File: config.mk
export PLATFORM = sky130hd
export DESIGN_NAME = seq_add_32
export DESIGN_NICKNAME = d
export VERILOG_FILES = /design/src/rtl/seq_add_32_pkg.sv /design/src/rtl/block_add_8.sv /design/src/rtl/seq_add_32.sv
export SDC_FILE = /design/constraint.sdc
export NUM_CORES = 1
export LEC_CHECK = 0
export BUFFER_PORTS_ARGS = -buffer_cell sky130_fd_sc_hd__buf_2
export CELL_PAD_IN_SITES_DETAIL_PLACEMENT = 0
export CELL_PAD_IN_SITES_GLOBAL_PLACEMENT = 1
export CORE_UTILIZATION = 25
export CTS_BUF_LIST = sky130_fd_sc_hd__clkbuf_16
export DETAILED_ROUTE_END_ITERATION = 6
export MAX_ROUTING_LAYER = met4
export PLACE_DENSITY = 0.51
export RECOVER_POWER = 25
export SLEW_MARGIN = 40
export SYNTH_ARGS = -nofsm -noshare
export SYNTH_HDL_FRONTEND = slang
export SYNTH_SLANG_ARGS = --single-unit
File: constraint.sdc
create_clock -name clock -period 4.2 [get_ports clock]
set_input_delay 0.63 -clock clock [delete_from_list [all_inputs] [get_ports clock]]
set_output_delay 0.63 -clock clock [all_outputs]
set_load 0.02 [all_outputs]
File: src/rtl/seq_add_32_pkg.sv
// Shared constants for the sequential byte-sliced adder: slice width and
// sequencer state encodings.
package seq_add_32_pkg;

   localparam int SLICE_W = 8;

   typedef enum logic [1:0] {
      IDLE = 2'd0,
      RUN  = 2'd1,
      DONE = 2'd2
   } state_e;

endpackage : seq_add_32_pkg

File: src/rtl/block_add_8.sv
// 8-bit carry-lookahead adder slice. Produces the sum, the rippled carry out
// and a group-lookahead carry out (cout_fast); both carries are equal.
module block_add_8
   import seq_add_32_pkg::*;
(
   input  logic [SLICE_W-1:0] a,
   input  logic [SLICE_W-1:0] b,
   input  logic               cin,
   output logic [SLICE_W-1:0] sum,
   output logic               cout,
   output logic               cout_fast
);

   logic [SLICE_W-1:0] g_s;
   logic [SLICE_W-1:0] p_s;
   logic [SLICE_W:0]   c_s;
   logic               gg_s;
   logic               gp_s;

   // Per-bit generate/propagate, carry chain, and group generate/propagate.
   always_comb begin
      g_s    = a & b;
      p_s    = a ^ b;
      c_s    = '0;
      c_s[0] = cin;
      for (int i = 0; i < SLICE_W; i++) begin
         c_s[i+1] = g_s[i] | (p_s[i] & c_s[i]);
      end
      sum  = p_s ^ c_s[SLICE_W-1:0];
      cout = c_s[SLICE_W];

      gg_s = 1'b0;
      gp_s = 1'b1;
      for (int i = 0; i < SLICE_W; i++) begin
         gg_s = g_s[i] | (p_s[i] & gg_s);
         gp_s = gp_s & p_s[i];
      end
      cout_fast = gg_s | (gp_s & cin);
   end

endmodule : block_add_8

File: src/rtl/seq_add_32.sv
// Multi-cycle add/subtract sequencer: one 8-bit adder slice is reused across
// all byte positions, least-significant byte first, with the carry held in a
// register between cycles. Start/done handshake, latched result and flags.
module seq_add_32
   import seq_add_32_pkg::*;
#(
   parameter int WIDTH = 32
)
(
   input  logic             clock,
   input  logic             reset,
   input  logic             start,
   input  logic             sub,
   input  logic [WIDTH-1:0] a,
   input  logic [WIDTH-1:0] b,
   output logic             busy,
   output logic             done,
   output logic [WIDTH-1:0] result,
   output logic             cout,
   output logic             overflow
);

   localparam int N  = WIDTH / SLICE_W;
   localparam int KW = (N > 1) ? $clog2(N) : 1;
   localparam logic [KW-1:0] K_LAST = KW'(N - 1);

   state_e             state_q,  state_d;
   logic [KW-1:0]      k_q,      k_d;
   logic [WIDTH-1:0]   opa_q,    opa_d;
   logic [WIDTH-1:0]   opb_q,    opb_d;
   logic               carry_q,  carry_d;
   logic [WIDTH-1:0]   result_q, result_d;
   logic               cout_q,   cout_d;
   logic               ovf_q,    ovf_d;
   logic               busy_q,   busy_d;
   logic               done_q,   done_d;

   int                 slice_lo_s;
   logic [SLICE_W-1:0] slice_a_s;
   logic [SLICE_W-1:0] slice_b_s;
   logic [SLICE_W-1:0] slice_sum_s;
   logic               slice_cout_s;
   logic               slice_cout_fast_s;
   logic               accept_s;

   // Select the byte of each latched operand addressed by the slice index.
   always_comb begin
      slice_lo_s = int'(k_q) * SLICE_W;
      slice_a_s  = opa_q[slice_lo_s +: SLICE_W];
      slice_b_s  = opb_q[slice_lo_s +: SLICE_W];
   end

   block_add_8 u_slice (
      .a         (slice_a_s),
      .b         (slice_b_s),
      .cin       (carry_q),
      .sum       (slice_sum_s),
      .cout      (slice_cout_s),
      .cout_fast (slice_cout_fast_s)
   );

   // A new request is taken only when no operation is in flight.
   always_comb begin
      accept_s = start && ((state_q == IDLE) || (state_q == DONE));
   end

   // Next-state, slice commit, operand capture and output flag computation.
   always_comb begin
      state_d  = state_q;
      k_d      = k_q;
      opa_d    = opa_q;
      opb_d    = opb_q;
      carry_d  = carry_q;
      result_d = result_q;
      cout_d   = cout_q;
      ovf_d    = ovf_q;
      done_d   = 1'b0;
      busy_d   = 1'b0;

      case (state_q)
         IDLE: begin
            if (accept_s) begin
               state_d = RUN;
            end else begin
               state_d = IDLE;
            end
         end
         RUN: begin
            result_d[slice_lo_s +: SLICE_W] = slice_sum_s;
            carry_d = slice_cout_s;
            k_d     = k_q + KW'(1);
            if (k_q == K_LAST) begin
               // The lookahead carry equals the rippled one; it feeds the flag.
               cout_d  = slice_cout_fast_s;
               ovf_d   = (opa_q[WIDTH-1] == opb_q[WIDTH-1]) &&
                         (slice_sum_s[SLICE_W-1] != opa_q[WIDTH-1]);
               done_d  = 1'b1;
               state_d = DONE;
            end else begin
               state_d = RUN;
            end
         end
         DONE: begin
            if (accept_s) begin
               state_d = RUN;
            end else begin
               state_d = IDLE;
            end
         end
         default: begin
            state_d = IDLE;
         end
      endcase

      // Subtraction is a + ~b + 1: invert b here, inject the 1 as carry-in.
      if (accept_s) begin
         opa_d   = a;
         opb_d   = sub ? ~b : b;
         carry_d = sub;
         k_d     = '0;
      end else begin
         opa_d   = opa_q;
         opb_d   = opb_q;
      end

      busy_d = (state_d == RUN);
   end

   // State and datapath registers with synchronous clear.
   always_ff @(posedge clock) begin
      if (reset) begin
         state_q  <= IDLE;
         k_q      <= '0;
         opa_q    <= '0;
         opb_q    <= '0;
         carry_q  <= 1'b0;
         result_q <= '0;
         cout_q   <= 1'b0;
         ovf_q    <= 1'b0;
         busy_q   <= 1'b0;
         done_q   <= 1'b0;
      end else begin
         state_q  <= state_d;
         k_q      <= k_d;
         opa_q    <= opa_d;
         opb_q    <= opb_d;
         carry_q  <= carry_d;
         result_q <= result_d;
         cout_q   <= cout_d;
         ovf_q    <= ovf_d;
         busy_q   <= busy_d;
         done_q   <= done_d;
      end
   end

   assign busy     = busy_q;
   assign done     = done_q;
   assign result   = result_q;
   assign cout     = cout_q;
   assign overflow = ovf_q;

endmodule : seq_add_32

### Word level (Yosys, flattened, before mapping)

Cells that the tools add are included.
W data, S select, Z words.

* register bits: 105
* bits of input ports: 68
* logic and storage cells: 83

* $add $sub $neg: 2
* eq/ne operators: 6
* shift operators: 4
* multiplexer cells: 8
* bitwise logic cells: 44
* reductions and logical operators: 9

Operators by type and width (count)
* $shiftx A32 B6 Y8: 2
* $neg A5 Y33: 1
* $shift A8 B33 Y32 const A: 1
* $shiftx A8 B33 Y32: 1
* $bwmux W32: 1
* $mux W32: 1
* $not A32 Y32: 1
* $and A1 B1 Y1: 23
* $or A1 B1 Y1: 16
* $xor A8 B8 Y8: 2
* $and A8 B8 Y8: 1
* $reduce_or A2 Y1: 3
* $eq A2 B1 Y1 const B: 2
* $eq A2 B2 Y1 const B: 2
* $mux W1: 4
* $pmux W2 S2: 1
* $add A2 B1 Y2 const B: 1
* $logic_and A1 B1 Y1: 2
* $logic_not A2 Y1: 1
* $mux W2: 1
* $reduce_and A2 Y1: 1
* $reduce_bool A2 Y1: 1
* $eq A1 B1 Y1: 1
* $logic_or A1 B1 Y1: 1
* other kinds (2): 2

### Longest topological paths before layout

Gate-level depths: netlist of the first run.

* depth after elaboration: 20
* mapped depth: 16
* depth with buffers taken out: 14

### Modules after synthesis

Synthesis of the first run repeated with hierarchy kept, for this count alone.

* cell total of the unflattened synthesis: 515
* area total of the unflattened synthesis: 4830.9 µm²

By module, submodules not included
* seq_add_32: times used 1, cells an instance 478, area an instance 4469.3 µm², sequential area each 2102.0 µm²
* block_add_8: times used 1, cells an instance 37, area an instance 361.6 µm², sequential area each 0.0 µm²

### Worst setup path after synthesis of the first run

OpenSTA, ideal clock, no wires.

* kind: reg-to-reg
* start point: register k_q[0]
* end point: register ovf_q, in the netlist overflow
* library setup time: 0.086 ns
* arrival: 4.471 ns
* slack: -0.357 ns
* cell stages (with the launch flop): 17
* path buffers: 2
* period minus slack after synthesis: 4.557 ns
* cell sequence: dfxtp_1 > buf_6 > buf_6 > mux4_2 > fa_1 > inv_1 > fa_1 > fa_1 > fa_1 > fa_1 > fa_1 > fa_1 > inv_1 > fa_1 > nor2_1 > a21oi_1 > a211oi_1

* word-level cells in the longest chain between the ends: 19
* elaborated cells on any way between the ends: 23
* those cells by class: eq/ne: 2; shift: 2; bitwise: 17; reduce/logical: 2

RTL lines
* from (decl): RTL line seq_add_32.sv:28 `logic [KW-1:0] k_q, k_d;`
* from (signal assigned): RTL line seq_add_32.sv:144 `k_q <= k_d;`
* $shiftx A32 B6 Y8, on equally long branches: RTL line seq_add_32.sv:49, seq_add_32.sv:50
* $xor A8 B8 Y8: RTL line block_add_8.sv:23 `p_s = a ^ b;`
* $and A1 B1 Y1: RTL line block_add_8.sv:27 `c_s[i+1] = g_s[i] | (p_s[i] & c_s[i]);`
* $or A1 B1 Y1: RTL line block_add_8.sv:27
* $and A1 B1 Y1: RTL line block_add_8.sv:27
* $or A1 B1 Y1: RTL line block_add_8.sv:27
* $and A1 B1 Y1: RTL line block_add_8.sv:27
* $or A1 B1 Y1: RTL line block_add_8.sv:27
* [... 3 more ...]
* $or A1 B1 Y1: RTL line block_add_8.sv:27
* $and A1 B1 Y1: RTL line block_add_8.sv:27
* $or A1 B1 Y1: RTL line block_add_8.sv:27
* $and A1 B1 Y1: RTL line block_add_8.sv:27
* $or A1 B1 Y1: RTL line block_add_8.sv:27
* $xor A8 B8 Y8: RTL line block_add_8.sv:29 `sum = p_s ^ c_s[SLICE_W-1:0];`
* $ne A1 B1 Y1: RTL line seq_add_32.sv:96 `(slice_sum_s[SLICE_W-1] != opa_q[WIDTH-1]);`
* $logic_and A1 B1 Y1: RTL line seq_add_32.sv:95 `ovf_d = (opa_q[WIDTH-1] == opb_q[WIDTH-1]) &&`
* to (signal assigned): RTL line seq_add_32.sv:150 `ovf_q <= ovf_d;`
* to (decl): RTL line seq_add_32.sv:34 `logic ovf_q, ovf_d;`

Several ways; a longest one is shown, not always the timed one.
A chain may end at the register's enable or synchronous reset.

### Worst setup path after layout of the first run

Ends and elaborated chain as after synthesis.

==> impl_summary.md, run 1 <==
STA
The post-route clock period utilization is 98.1%. Adding up every negative setup slack in the final design gives 0 ns. Setup repair after global routing could not meet its margin everywhere. The final-report hold violation count is 0. Between clock sinks in the finished design, the worst skew comes to 0.0105 ns. Measured against its own limit, the worst slew margin works out to -18.6%. The setup slack after layout is 0.0797 ns. Setup violations remaining at the end of the flow were counted as 0. Across all hold checks on the routed design, the worst slack comes to 0.457 ns.

The final number of max-transition violations came to 99. The maximum clock frequency is 243 MHz. For the pin with the worst max-slew slack, the measured transition is 1.78 ns. The time the final worst path needs with I/O delays and setup is 4.12 ns.

Floorplan
The region available for standard cell placement spans 18800 µm². The total die area is 19800 µm². The I/O pin count is 104. The floorplan has 50 rows. The initial core utilization is 25.6%.

The die is 141 µm tall. Measured along the x axis, the die boundary spans 141 µm.

Finish
The net total in the final layout is 678. The proportion of layout cells with a drive suffix above 1 is 22.9%. 0 antenna diodes ended up in the layout. Compared with the post-synthesis result, the final layout area differs by 20.7%. Leaving out fill and tap cells, the most frequent cell in the layout is sky130_fd_sc_hd__dfxtp_1.

The area of all sequential standard cells is 2110 µm². The number of fillers in the final layout is 1998. The area occupied by multi-input gates is 2460 µm². At the end of the flow the core is filled with cells to 30.9%. The library cells used most frequently in the layout, excluding fill and tap cells, are 103 x sky130_fd_sc_hd__dfxtp_1, 70 x sky130_fd_sc_hd__nor2_1, 69 x sky130_fd_sc_hd__buf_2.

Job
The max-cap violation count is 1.

Route
The detail-routed net length per standard cell is 15.5 µm. The detailed router placed 3724 vias in this run. The count of unresolved DRC violations after routing is 0. After the first detailed-routing iteration, the DRC count stood at 203.

The first-pass detailed-route iteration total is 5. The residual antenna-violating net count after detailed routing is 0. After detailed routing, the number of vias per cell comes to 4.50. The detailed-route wire length is 12800 µm.

Synthesis
In the post-synthesis netlist, the biggest area contributors are sky130_fd_sc_hd__dfxtp_1 44%, sky130_fd_sc_hd__mux4_2 7.5%, sky130_fd_sc_hd__xnor2_1 6.0%. The prevailing post-synth register cell is sky130_fd_sc_hd__dfxtp_1. Summed over all instances, the cell type with the most area after synthesis is sky130_fd_sc_hd__dfxtp_1. The gate count after technology mapping is 500. The number of synthesized register bits is 105. The share of the yosys chip area belonging to registers is 43.7%. The number of different library cells in the post-synthesis netlist is 31. The portion of synthesized cell area occupied by the leading cell type is 43.7%. The share of flip-flops with an asynchronous set or reset is 0%.

The synthesized cell area is 4810 µm². The count of warnings emitted by yosys is 0. The post-synthesis average cell area is 9.62 µm². In this run, synthesis inferred 0 flip-flops with an integrated enable.

Synthesis produced a netlist with a net count of 590.

Clock tree
In this run the deepest clock path goes through 2 buffers. After clock tree synthesis, the flow added hold-fix buffers numbering 0. The number of sinks driven by the clock tree is 105.

Clock tree synthesis selected as its root buffer the cell sky130_fd_sc_hd__clkbuf_16. The CTS tree is done. The later pin in the worst-skew pair is clocked with a latency of 0.35 ns. In this run, CTS created clock tree buffers numbering 9. Clock-pin slew was measured on the worst setup and hold paths at 0.07 ns. The maximum level of the CTS H-tree is 3.

Critical path
The worst setup path is captured at a register. The arrival time of the worst setup path is 4.39 ns. The kind of critical path is register to register.

The most critical setup path has its startpoint at k_q[0]$_SDFFE_PP0P_. Of all nets on the critical path, the largest fanout is 7. The worst setup path is launched from a register. STA puts the critical path data required time at 4.47 ns. The launch instance of the worst register-to-register path is k_q[0]$_SDFFE_PP0P_.

Hold path
The worst min-delay path category is register to register. The startpoint of the lowest-slack hold path is opa_q[23]$_SDFFE_PP0P_.

GRT
The first global-routing pass estimated 20600 µm of wire. The total global-route track usage is 13.9%. The via count of the first global-routing pass was 3757. The number of antenna violations at the first check in global routing is 0. Entering global routing, the biggest net connects 106 pins. The final global-route overflow total is 0.

Status
The checks that failed: capacitance limit, slew limit. The run finished, with violations left.

Pwr
The leakage power figure is 0.00221 µW. The cell area power density is 386 nW/µm². VDD sags by at most 162 µV. The post-layout total power is 2240 µW.

Placement
The count of buffers added on input and output ports is 103. The routability-driven placement congestion ratio is 0.795. Once detailed placement completed, the half-perimeter wirelength came to 9440 µm.

The worst setup slack before clock tree synthesis is 0.0191 ns.
==> final cells by class <==
type                    instances  share of cell area (%)
clock buffers                   9                    3.88
clock inverters                 7                   0.754
inverters                      23                    1.49
multi-input cells             335                    42.5
flip-flops and latches        105                    36.3
well taps                     234                    5.04
repair buffers                114                    10.1
==> worst paths after layout <==
kind | end | slack (ns) | depth (start not counted)
max | overflow$_SDFFE_PP0P_ | 0.08 | 14
min | opa_q[23]$_SDFFE_PP0P_ | 0.46 | 2
max reg2reg | overflow$_SDFFE_PP0P_ | 0.08 | 14
min reg2reg | opa_q[23]$_SDFFE_PP0P_ | 0.46 | 2
==> where the power goes <==
| group | leakage [µW] | total, µW | internal [µW] | switching [µW] |
|---|---|---|---|---|
| Sequential | 0.000861 | 1090 | 1050 | 35.9 |
| Combinational | 0.00122 | 374 | 155 | 219 |
| Clock | 0.000133 | 781 | 401 | 380 |
| Total | 0.00221 | 2240 | 1610 | 635 |
==> cell usage after synthesis (all sizes together), types with 3 or more instances <==
library cell and n:
a211oi 35, a21oi 37, a22oi 32, buf 27, clkbuf 10, dfxtp 105
fa 8, ha 14, inv 23, mux4 16, nand2 65, nand3b 4
nor2 70, nor2b 4, nor3 3, nor4 3, xnor2 33
==> worst max-delay path, stage by stage, from the launching register on <==
cell and delay [ns]:
sky130_fd_sc_hd__dfxtp_4 0.38, sky130_fd_sc_hd__mux4_2 0.38, sky130_fd_sc_hd__fa_2 0.20, sky130_fd_sc_hd__inv_2 0.04, sky130_fd_sc_hd__fa_2 0.35, sky130_fd_sc_hd__fa_2 0.35, sky130_fd_sc_hd__fa_2 0.35, sky130_fd_sc_hd__fa_2 0.35
sky130_fd_sc_hd__fa_2 0.35, sky130_fd_sc_hd__fa_2 0.34, sky130_fd_sc_hd__inv_2 0.07, sky130_fd_sc_hd__fa_2 0.47, sky130_fd_sc_hd__nor2_1 0.13, sky130_fd_sc_hd__a21oi_1 0.05, sky130_fd_sc_hd__a211oi_1 0.22
==> cells by family (layout without fill, tap and decap cells) <==
family	after synthesis	count (layout)	synth area share, %
AND/OR/NAND/NOR	153	153	14.7
AO/OA/AOI/OAI	110	110	15.3
flip-flops	105	105	43.7
buffers and inverters	60	153	5.62
XOR/XNOR	33	33	6.01
adder cells (fa/ha/maj)	22	22	6.97
multiplexers	17	17	7.70
==> flip-flops by register name, indices dropped and copies added (netlist names) <==
signal / flops
opb_q: 32
busy: 1
overflow: 1
state_q: 2
k_q: 2
done: 1
result: 32
carry_q: 1
cout: 1
opa_q: 32
==> metrics by stage <==
stage,area (µm²),instances
after floorplan,4850,500
after global placement,5530,808
after detailed placement,5540,808
after CTS,5800,824
after global routing,5800,827
final,5800,827
==> metal layers <==
layer,share of wire (%),GRT usage (%),up-vias
met5,0,-,-
met4,0.41,3.78,0
met3,3.6,2.99,4
met2,48,21.7,80
met1,48,18.0,1745
li1,-,-,1895
==> repair_timing <==
| action | 4_1_cts | 5_1_grt |
|---|---|---|
| buffers inserted | 0 | 2 |
| gates resized for setup | 0 | 1 |
| endpoints found under the setup margin | 0 | 5 |
No activity file was read; power rests on OpenSTA's default activity.
==> run 2, diff against run 1 <==
--- a/config.mk
+++ b/config.mk
@@ -14,6 +14,7 @@
 export MAX_ROUTING_LAYER = met4
 export PLACE_DENSITY = 0.51
 export RECOVER_POWER = 25
+export REMOVE_ABC_BUFFERS = 1
 export SLEW_MARGIN = 40
 export SYNTH_ARGS = -nofsm -noshare
 export SYNTH_HDL_FRONTEND = slang
==> run 2 against run 1 <==
  * The flow still finishes with violations (capacitance limit, slew limit)
  * Combinational power about the same
  * Critical path type unchanged
  * Sequential share of layout area fell by 0.26 points
  * Non-clock buffer count rose by 6
==> impl_summary.md, run 2 (synthesis results as in run 1) <==
Finish
The area growth from synthesis to layout is 21.5%. The sequential cells in the finished layout cover a total of 2110 µm². The area occupied by multi-input gates is 2460 µm². The number of fillers in the final layout is 2019.

The repair_antennas step left the layout with diodes totalling 0. The most common cell after layout, fill and taps aside is sky130_fd_sc_hd__dfxtp_1. After the last flow step, the layout net total stands at 684. The top cell types in the final layout, fill and taps aside, are 103 x sky130_fd_sc_hd__dfxtp_1, 73 x sky130_fd_sc_hd__buf_2, 70 x sky130_fd_sc_hd__nor2_1. The proportion of layout cells with a drive suffix above 1 is 23.2%.

Clock tree
In this run the number of H-tree levels came out at 3. The hold buffer count at CTS is 0. Clock latency on the worst-skew pair, taken at its later pin, is 0.35 ns. The number of CTS-inserted buffers is 9. The number of buffers between clock root and the deepest sink is 2. The CTS tree is done.

The CTS clock-pin slew for the worst setup and hold paths is 0.07 ns. The number of sinks driven by the clock tree is 105. The tree is rooted in a sky130_fd_sc_hd__clkbuf_16.

GRT
The largest net degree at the start of global routing is 106. The number of antenna violations at the first check in global routing is 0. The via count of the first global-routing pass is 3755. The first global-routing pass estimated 20500 µm of wire. In the global route stage, overall resource usage came out at 13.9%.

The final global-route overflow total is 0.

Critical path
The number of cell instances on the worst register-to-register path is 14. Of all nets on the critical path, the largest fanout is 6. The worst path required time is 4.47 ns.

The launch instance of the worst register-to-register path is k_q[0]$_SDFFE_PP0P_. STA classifies the critical path startpoint as a register. The setup check on the worst reg-to-reg path leaves a slack of 0.09 ns. Data arrives at the worst endpoint at 4.37 ns. The endpoint of the worst-slack reg-to-reg timing path is overflow$_SDFFE_PP0P_. The worst setup path is captured at a register. The critical path in this run is classified as register to register.

STA
Counting I/O delays and the setup requirement, the final critical path takes 4.11 ns. The final clock skew is 0.00859 ns. The final number of max-transition violations came to 37.

The worst hold-check slack is 0.456 ns. After routing, the total negative slack on setup checks comes to 0 ns. The setup slack after layout is 0.0920 ns. The post-route clock period utilization is 97.8%. For the pin with the worst max-slew slack, the measured transition is 1.56 ns. Timing would allow up to 243 MHz. Setup repair after global routing could not meet its margin everywhere.

The final-report hold violation count came to 0. The count of endpoints failing setup in the final report is 0. The remaining max-slew budget at the tightest pin is -3.86%.

Pwr
The leakage power figure is 0.00226 µW. The worst-case IR drop observed on VDD is 198 µV. Dividing total power by cell area gives a power density of 378 nW/µm².

Route
The detailed-route wire length is 12600 µm. For this block, the initial DRC count from the detailed router was 181. The detail-routed net length per standard cell is 15.2 µm. The detailed router placed 3767 vias in this run. Using the TritonRoute via totals, the vias-per-cell ratio works out to 4.52. The first-pass detailed-route iteration total is 4. In this run the remaining antenna-violating nets after routing total 0. The count of unresolved DRC violations after routing is 0.

Job
Max-cap violations in this run came to 1.

Floorplan
Row generation in the floorplan step produced 50 rows. The I/O pin count is 104. Once the floorplan was initialized, standard cells occupied 25.6% of the core. The die is 141 µm tall.

The width of the die is 141 µm. The area of the placeable core is 18800 µm². The floorplan step defined a die boundary enclosing 19800 µm².

Hold path
Counting instances, the worst hold path has a depth of 2. The path with the worst hold slack has its endpoint at opa_q[24]$_SDFFE_PP0P_. In this run the most critical hold path is launched from opa_q[24]$_SDFFE_PP0P_. The worst min-delay path category is register to register.

Placement
The routability-driven placement congestion ratio is 0.734. The sum of net half-perimeters after detailed placement is 9140 µm. The worst setup slack before clock tree synthesis is -0.351 ns.

In this run the tool buffered the top-level ports with 103 buffer cells.

Status
The run finished, with violations left. The checks that failed: capacitance limit, slew limit.
## run 2: worst max path at each step
stage / from / end / slack [ns] / cells after the start
CTS: k_q[0]$_SDFFE_PP0P_ / overflow$_SDFFE_PP0P_ / 0.01 / 14
global placement: k_q[1]$_SDFFE_PP0P_ / overflow$_SDFFE_PP0P_ / -0.26 / 14
finish: k_q[0]$_SDFFE_PP0P_ / overflow$_SDFFE_PP0P_ / 0.09 / 14
global route: k_q[0]$_SDFFE_PP0P_ / overflow$_SDFFE_PP0P_ / -0.09 / 14
floorplan: k_q[0]$_SDFFE_PP0P_ / overflow$_SDFFE_PP0P_ / -0.85 / 14
detailed placement: k_q[1]$_SDFFE_PP0P_ / overflow$_SDFFE_PP0P_ / -0.35 / 14
## run 2: report_power, final
group	internal, µW	leakage, µW	total (µW)	switching, µW
combinational	158	0.00126	374	216
clock	391	0.000136	750	359
sequential	1050	0.000861	1080	32.7
## run 2: layout make-up
cell class / count / share of cell area [%]
Multi-Input combinational cell: 335 / 42.1
Sequential cell: 105 / 36.0
Timing Repair Buffer: 120 / 11.0
Tap cell: 234 / 5.01
Clock buffer: 9 / 3.85
Inverter: 23 / 1.48
Clock inverter: 7 / 0.514
## run 2: through the flow
step	instance area (µm²)	std cells	util, %	power (µW)
6_report	5850	833	31.1	2210
3_3_place_gp	5570	815	29.7	1480
5_1_grt	5850	833	31.1	2340
2_1_floorplan	4630	463	-	1330
3_5_place_dp	5600	816	29.8	1490
4_1_cts	5890	833	31.4	2250
## run 2: per-layer routing
metal | vias to the layer above | global-route usage, % | part of all wire [%] | routed length (µm)
li1 | 1901 | - | - | -
met1 | 1764 | 18.2 | 50 | 6310
met2 | 97 | 21.3 | 45 | 5650
met3 | 5 | 3.77 | 4.6 | 586
met4 | 0 | 3.43 | 0.77 | 97
met5 | - | - | 0 | 0
## run 2: critical path, cell delays in order, from the launching register on
cell and delay (ns):
sky130_fd_sc_hd__dfxtp_4 0.38, sky130_fd_sc_hd__buf_4 0.14, sky130_fd_sc_hd__mux4_2 0.36, sky130_fd_sc_hd__inv_1 0.06
sky130_fd_sc_hd__fa_2 0.37, sky130_fd_sc_hd__fa_2 0.35, sky130_fd_sc_hd__fa_2 0.36, sky130_fd_sc_hd__fa_2 0.37
sky130_fd_sc_hd__fa_2 0.36, sky130_fd_sc_hd__fa_2 0.39, sky130_fd_sc_hd__inv_2 0.07, sky130_fd_sc_hd__fa_2 0.47
sky130_fd_sc_hd__nor2_1 0.11, sky130_fd_sc_hd__a21oi_1 0.05, sky130_fd_sc_hd__a211oi_1 0.18
## run 2: repair_timing
item                                    CTS  global route
endpoints found under the setup margin    5             5
pin swaps                                 5             3
resized for setup                        10             0
setup buffers                             1             0
